## src/rtl/ecpri_mem_arb_pkg.sv

```systemverilog
// Shared definitions for the eCPRI payload memory arbiter: default widths,
// requester indices and FSM state encoding.
package ecpri_mem_arb_pkg;

    localparam int unsigned DEF_DATA_WIDTH = 8;
    localparam int unsigned DEF_ADDR_WIDTH = 16;
    localparam int unsigned DEF_NUM_REQ    = 3;
    localparam int unsigned DEF_LEN_WIDTH  = 8;

    localparam int unsigned REQ_RX   = 0;
    localparam int unsigned REQ_TX   = 1;
    localparam int unsigned REQ_HOST = 2;

    typedef enum logic [1:0] {
        ST_IDLE    = 2'd0,
        ST_BURST   = 2'd1,
        ST_RELEASE = 2'd2
    } state_e;

endpackage

```

## src/rtl/ecpri_rr_pick.sv

```systemverilog
// Combinational round-robin picker: scans from (last+1) mod NUM_REQ and
// returns the first requesting index.
module ecpri_rr_pick #(
    parameter int unsigned NUM_REQ = 3,
    parameter int unsigned IDX_W   = 2
) (
    input  logic [NUM_REQ-1:0] req,
    input  logic [IDX_W-1:0]   last,
    output logic [IDX_W-1:0]   win,
    output logic               any_req
);

    int unsigned      idx;
    logic [IDX_W-1:0] sel;

    always_comb begin
        win     = last;
        any_req = 1'b0;
        idx     = 0;
        sel     = '0;
        for (int unsigned i = 0; i < NUM_REQ; i++) begin
            idx = (32'(last) + 32'd1 + i) % NUM_REQ;
            sel = IDX_W'(idx);
            if (!any_req && req[sel]) begin
                any_req = 1'b1;
                win     = sel;
            end
        end
    end

endmodule

```

## src/rtl/ecpri_mem_arb.sv

```systemverilog
// Round-robin arbiter and burst sequencer for the single-port eCPRI payload
// memory; one beat per cycle for the granted requester until done or abort.
module ecpri_mem_arb
    import ecpri_mem_arb_pkg::*;
#(
    parameter int unsigned DATA_WIDTH = DEF_DATA_WIDTH,
    parameter int unsigned ADDR_WIDTH = DEF_ADDR_WIDTH,
    parameter int unsigned NUM_REQ    = DEF_NUM_REQ,
    parameter int unsigned LEN_WIDTH  = DEF_LEN_WIDTH
) (
    input  logic                          clk,
    input  logic                          reset,
    input  logic [NUM_REQ-1:0]            req,
    input  logic [NUM_REQ*ADDR_WIDTH-1:0] req_addr,
    input  logic [NUM_REQ*LEN_WIDTH-1:0]  req_len,
    input  logic [NUM_REQ-1:0]            req_we,
    input  logic [NUM_REQ*DATA_WIDTH-1:0] req_wdata,
    output logic [NUM_REQ-1:0]            gnt,
    output logic [NUM_REQ-1:0]            beat,
    output logic [NUM_REQ-1:0]            done,
    output logic                          abort,
    output logic [ADDR_WIDTH-1:0]         mem_addr,
    output logic [DATA_WIDTH-1:0]         mem_data,
    output logic                          mem_we,
    output logic                          mem_oe,
    input  logic [DATA_WIDTH-1:0]         mem_rdata,
    output logic [DATA_WIDTH-1:0]         rd_data,
    output logic [NUM_REQ-1:0]            rd_valid
);

    localparam int unsigned IDX_W = (NUM_REQ > 1) ? $clog2(NUM_REQ) : 1;

    logic [ADDR_WIDTH-1:0] addr_a  [NUM_REQ];
    logic [LEN_WIDTH-1:0]  len_a   [NUM_REQ];
    logic [DATA_WIDTH-1:0] wdata_a [NUM_REQ];

    for (genvar g = 0; g < NUM_REQ; g++) begin : g_slice
        assign addr_a[g]  = req_addr[g*ADDR_WIDTH +: ADDR_WIDTH];
        assign len_a[g]   = req_len[g*LEN_WIDTH +: LEN_WIDTH];
        assign wdata_a[g] = req_wdata[g*DATA_WIDTH +: DATA_WIDTH];
    end

    state_e                state_q, state_d;
    logic [NUM_REQ-1:0]    gnt_q, gnt_d;
    logic [IDX_W-1:0]      win_q, win_d;
    logic [ADDR_WIDTH-1:0] base_q, base_d;
    logic [LEN_WIDTH-1:0]  len_q, len_d;
    logic                  we_q, we_d;
    logic [LEN_WIDTH-1:0]  cnt_q, cnt_d;
    logic                  zl_q, zl_d;
    logic [DATA_WIDTH-1:0] rd_data_q, rd_data_d;
    logic [NUM_REQ-1:0]    rd_valid_q, rd_valid_d;

    logic [IDX_W-1:0] pick;
    logic             any_req;

    ecpri_rr_pick #(
        .NUM_REQ (NUM_REQ),
        .IDX_W   (IDX_W)
    ) u_pick (
        .req     (req),
        .last    (win_q),
        .win     (pick),
        .any_req (any_req)
    );

    logic win_req;
    logic in_burst;
    logic last_beat;

    assign win_req   = req[win_q];
    assign in_burst  = (state_q == ST_BURST);
    assign last_beat = (cnt_q == (len_q - LEN_WIDTH'(1)));

    // Memory strobes, beat/done/abort decode from registered state and the
    // live request of the current winner (a dropped request aborts this cycle).
    always_comb begin
        beat     = '0;
        done     = '0;
        abort    = 1'b0;
        mem_we   = 1'b0;
        mem_oe   = 1'b0;
        mem_addr = '0;
        mem_data = '0;
        if (in_burst) begin
            if (win_req) begin
                beat[win_q] = 1'b1;
                mem_addr    = base_q + ADDR_WIDTH'(cnt_q);
                mem_we      = we_q;
                mem_oe      = !we_q;
                if (we_q) begin
                    mem_data = wdata_a[win_q];
                end
                if (last_beat) begin
                    done[win_q] = 1'b1;
                end
            end else begin
                done[win_q] = 1'b1;
                abort       = 1'b1;
            end
        end else if (state_q == ST_RELEASE && zl_q) begin
            done[win_q] = 1'b1;
        end
    end

    always_comb begin
        state_d    = state_q;
        gnt_d      = gnt_q;
        win_d      = win_q;
        base_d     = base_q;
        len_d      = len_q;
        we_d       = we_q;
        cnt_d      = cnt_q;
        zl_d       = zl_q;
        rd_data_d  = rd_data_q;
        rd_valid_d = '0;

        if (in_burst && win_req && !we_q) begin
            rd_data_d         = mem_rdata;
            rd_valid_d[win_q] = 1'b1;
        end

        case (state_q)
            ST_IDLE: begin
                if (any_req) begin
                    win_d  = pick;
                    base_d = addr_a[pick];
                    len_d  = len_a[pick];
                    we_d   = req_we[pick];
                    cnt_d  = '0;
                    gnt_d  = '0;
                    if (len_a[pick] == '0) begin
                        zl_d    = 1'b1;
                        state_d = ST_RELEASE;
                    end else begin
                        zl_d        = 1'b0;
                        gnt_d[pick] = 1'b1;
                        state_d     = ST_BURST;
                    end
                end
            end
            ST_BURST: begin
                if (!win_req || last_beat) begin
                    gnt_d   = '0;
                    state_d = ST_RELEASE;
                end
                if (win_req) begin
                    cnt_d = cnt_q + LEN_WIDTH'(1);
                end
            end
            ST_RELEASE: begin
                zl_d    = 1'b0;
                state_d = ST_IDLE;
            end
            default: begin
                gnt_d   = '0;
                zl_d    = 1'b0;
                state_d = ST_IDLE;
            end
        endcase
    end

    always_ff @(posedge clk or negedge reset) begin
        if (!reset) begin
            state_q    <= ST_IDLE;
            gnt_q      <= '0;
            win_q      <= IDX_W'(NUM_REQ - 1);
            base_q     <= '0;
            len_q      <= '0;
            we_q       <= 1'b0;
            cnt_q      <= '0;
            zl_q       <= 1'b0;
            rd_data_q  <= '0;
            rd_valid_q <= '0;
        end else begin
            state_q    <= state_d;
            gnt_q      <= gnt_d;
            win_q      <= win_d;
            base_q     <= base_d;
            len_q      <= len_d;
            we_q       <= we_d;
            cnt_q      <= cnt_d;
            zl_q       <= zl_d;
            rd_data_q  <= rd_data_d;
            rd_valid_q <= rd_valid_d;
        end
    end

    assign gnt      = gnt_q;
    assign rd_data  = rd_data_q;
    assign rd_valid = rd_valid_q;

endmodule

```

## config.mk

```make
export PLATFORM = sky130hd
export DESIGN_NAME = ecpri_mem_arb
export DESIGN_NICKNAME = d
export VERILOG_FILES = /design/src/rtl/ecpri_mem_arb_pkg.sv /design/src/rtl/ecpri_rr_pick.sv /design/src/rtl/ecpri_mem_arb.sv
export SDC_FILE = /design/constraint.sdc
export NUM_CORES = 1
export LEC_CHECK = 0
export CORE_MARGIN = 4
export CORE_UTILIZATION = 40
export CTS_BUF_LIST = sky130_fd_sc_hd__clkbuf_2 sky130_fd_sc_hd__clkbuf_4 sky130_fd_sc_hd__clkbuf_8
export DETAILED_ROUTE_END_ITERATION = 8
export PLACE_DENSITY = 0.75
export REMOVE_ABC_BUFFERS = 1
export SLEW_MARGIN = 20
export SYNTH_ARGS = -nofsm -noshare
export SYNTH_HDL_FRONTEND = slang
export SYNTH_SLANG_ARGS = --single-unit
```

## constraint.sdc

```tcl
create_clock -name clk -period 3.9 [get_ports clk]
set_input_delay 0.78 -clock clk [delete_from_list [all_inputs] [get_ports clk]]
set_output_delay 0.78 -clock clk [all_outputs]
set_load 0.02 [all_outputs]
```

==> results.md <==
* Final WL at 11.2 mm
* Endpoints failing setup at 0
* Port bufs at 158
* Status: finished, final reports clean
* CTS Buf Count at 5
* CTS max path bufs at 2
* TritonCTS clock tree: done
* RD Place Congestion at 0.826
* Relative slew margins at 30.1%
* Final Instance Area at 0.00582 mm²
* Die ar. at 0.0115 mm²
* R2r startpoint: win_q[1]
* Setup tns final at 0 ns
* H-tree depth at 2
* Crit start category: register
* Main combinational cell family by area after synthesis: simple AND/OR/NAND/NOR gates
* Xor-xnor portion of the synthesized cell area at 5.33%
* Post-synth top area cell: dfrtp_1
* First-pass GRT wire length at 17.8 mm
* Io pins at 159
* Cell area power density at 631 mW/mm²
* Initial core utilization at 41.9%
* Final worst path period need at 3.71 ns
* Routed wire per std cell at 14.6 µm
* Static leakage at 2.47 nW
* Mean post-synth cell area at 8.36 µm²
* Yosys warning count at 0
* Layout overhead on the synthesized area at 47.5%
* Largest net degree at the start of global routing at 47
* Final Core Density at 61.8%
* Final Max Tran Viols at 0
* DIE HEIGHT at 107 µm
* Core Area at 0.00942 mm²
* HP Class: primary input to asynchronous set/reset pin
* Predominant post-synthesis flop cell: dfrtp_1
* Fmax at 0.269 GHz
* Synth Register Bits at 52
* Reg2Reg Setup Slack at 0.35 ns
* Root buf cell: clkbuf_8
* Die Span X at 107 µm
* Synth Area in Adders at 5.26%
* RSZ-0062 raised after global routing: false
* Total gr overflow at 0
* Final HPWL DP at 8.97 mm
* Clock skew at 0.0106 ns
* Clock latency on the worst-skew pair at 0.31 ns
* R2R Path End: gnt[2]
* Final worst-path cycle share at 95.2%
* Initial antenna violation count at 0
* Top cells by area, synth: dfrtp_1 32%, mux2i_1 9.4%, nor2_1 6.4%, a21oi_1 5.5%, ha_1 4.8%
* R2R cell count at 13
* Sequential area share after synthesis at 33.0%
* Initial DRC count at 198
* Fillers at 825
* Critical path arrival at 2.93 ns
* Via count of the routed design at 4003
* Via/cell ratio at 5.23
* Clk pin slew, worst setup/hold paths at 0.10 ns
* # nets final at 764
* Crit. End Element: output port
* Synth Cell Area at 0.00395 mm²
* Async SR Flop Fraction at 100%
* Post-synth EDFFs at 0
* DRC at 0
* Post-CTS Setup Bufs at 0
* Post-route total power at 3.67 mW
* Crit path required time at 3.12 ns
* Hold Worst Slack at 0.434 ns
* Overall Global Routing Usage at 18.9%
* Compound-Gate Fraction of Synth Area at 18.4%
* Share of layout cells above drive strength 1 at 10.0%
* Synth top area share at 32.3%
* Multiplexer share of the synthesized area at 12.0%
* Crit path max fanout at 7
* Vias in the first global route at 3809
* Antenna viol nets, final at 0
* Tightest Pin Transition at 1.04 ns
* Row count at 35
* CTS Hold Bufs at 0
* Yosys cell types at 57
* Hold Violations, Final at 0
* MaxCap Viol Count at 0
* TritonRoute pass-1 iters at 4
* Setup CP Type: register to output port
* Cell count after synthesis at 472
* Post-DP Area at 0.00574 mm²
* # diodes at 0
* VDD IR-drop max at 0.402 mV
* CTS sink count at 52
* Simple-Gate Fraction of Synth Area at 20.8%
==> through the flow <==
| stage | cells | worst slack (ns) |
|---|---|---|
| floorplan | 445 | -2.96 |
| global placement | 758 | 0.0555 |
| detailed placement | 758 | 0.00116 |
| CTS | 766 | 0.0775 |
| global route | 766 | 0.0107 |
| finish | 766 | 0.186 |
==> worst max-delay path by stage <==
stage / start / endpoint / slack [ns] / cells past startpoint
CTS: base_q[0] / mem_addr[10] / 0.08 / 12
floorplan: win_q[1] / gnt[0] / -2.96 / 9
detailed placement: len_q[4] / done[2] / 0.001 / 10
global route: len_q[4] / done[1] / 0.01 / 10
global placement: len_q[2] / done[0] / 0.06 / 10
finish: base_q[0] / mem_addr[8] / 0.19 / 12
==> flip-flops by register name (all words and copies together) (netlist names) <==
signal,cells
base_q,16
cnt_q,8
gnt,3
len_q,8
rd_data,8
rd_valid,3
state_q,2
we_q,1
win_q,2
zl_q,1
==> layout make-up <==
type	instances	area (µm²)	share of cell area, %
flip-flops and latches	52	1300	22.4
clock buffers	7	83.8	1.44
well taps	129	161	2.77
repair buffers	184	1740	29.9
inverters	15	56.3	0.967
multi-input cells	378	2470	42.5
clock inverters	1	5.00	0.0860
==> cells in the mapped netlist, types with 8 or more instances <==
master and number:
a21oi_1 43, dfrtp_1 51, or3_1 8, inv_1 15, mux2i_1 37, o21ai_0 18, and2_1 8, nor3_1 9
ha_1 15, mux2_2 8, nor2_1 67, xor2_1 11, nand2_1 45, clkbuf_1 14, o21ai_1 23, xnor2_1 13
==> power by group <==
group / switching [mW] / total [mW] / leakage [nW] / internal (mW)
sequential: 0.181 / 0.937 / 0.661 / 0.756
clock: 0.178 / 0.319 / 0.0491 / 0.141
combinational: 1.34 / 2.42 / 1.76 / 1.08
total: 1.70 / 3.67 / 2.47 / 1.97
==> per-layer routing <==
metal  up-vias  GRT usage, %  part of all wire (%)
met1      1891          24.5                    44
met4         0          4.11                   1.3
li1       1984             -                     -
met2       117          33.1                    50
met5         -             0                     0
met3        11          3.30                   5.2
==> logic make-up (layout without fill, tap and decap cells) <==
logic type | count (synthesis) | in the layout
xor+xnor | 24 | 24
mux | 46 | 46
flops | 52 | 52
buf+inv | 42 | 207
compound gates | 118 | 118
fa+ha+maj | 16 | 16
simple gates | 174 | 174
==> cells in the final DEF, fill, tap and decap left out, types with 5 or more instances in the layout <==
cell             Yosys  routed
ha_1                15      15
a21oi_1             43      42
dfrtp_1             51      51
xor2_1              11      11
mux2i_1             37      37
nand2b_1             5       5
o21ai_1             23      23
clkdlybuf4s50_1      0     146
buf_4                2      26
nor2_1              67      66
mux2_2               8       8
xnor2_1             13      13
and2_1               8       8
inv_1               15      15
clkbuf_2             0       5
nor3_1               9       9
or3_1                8       8
nand2_1             45      44
dlygate4sd2_1        0       5
o21ai_0             18      18
clkbuf_8             0       5
nand3_1              7       7
==> worst max-delay path: stages, from the launching register on <==
cell           delay [ns]
dfrtp_1              0.40
ha_1                 0.23
fa_1                 0.41
a21o_1               0.17
a21oi_1              0.21
o21bai_1             0.11
a21oi_2              0.19
o21bai_1             0.08
a21oi_1              0.14
buf_4                0.16
xor2_1               0.15
nor2_1               0.06
dlygate4sd2_1        0.32
==> what timing repair did <==
item                                    in CTS  in global routing
endpoints found under the setup margin      11                 16
pin swaps                                    1                  0
resized for setup                           13                 14
(Power assumes the default switching activity.)
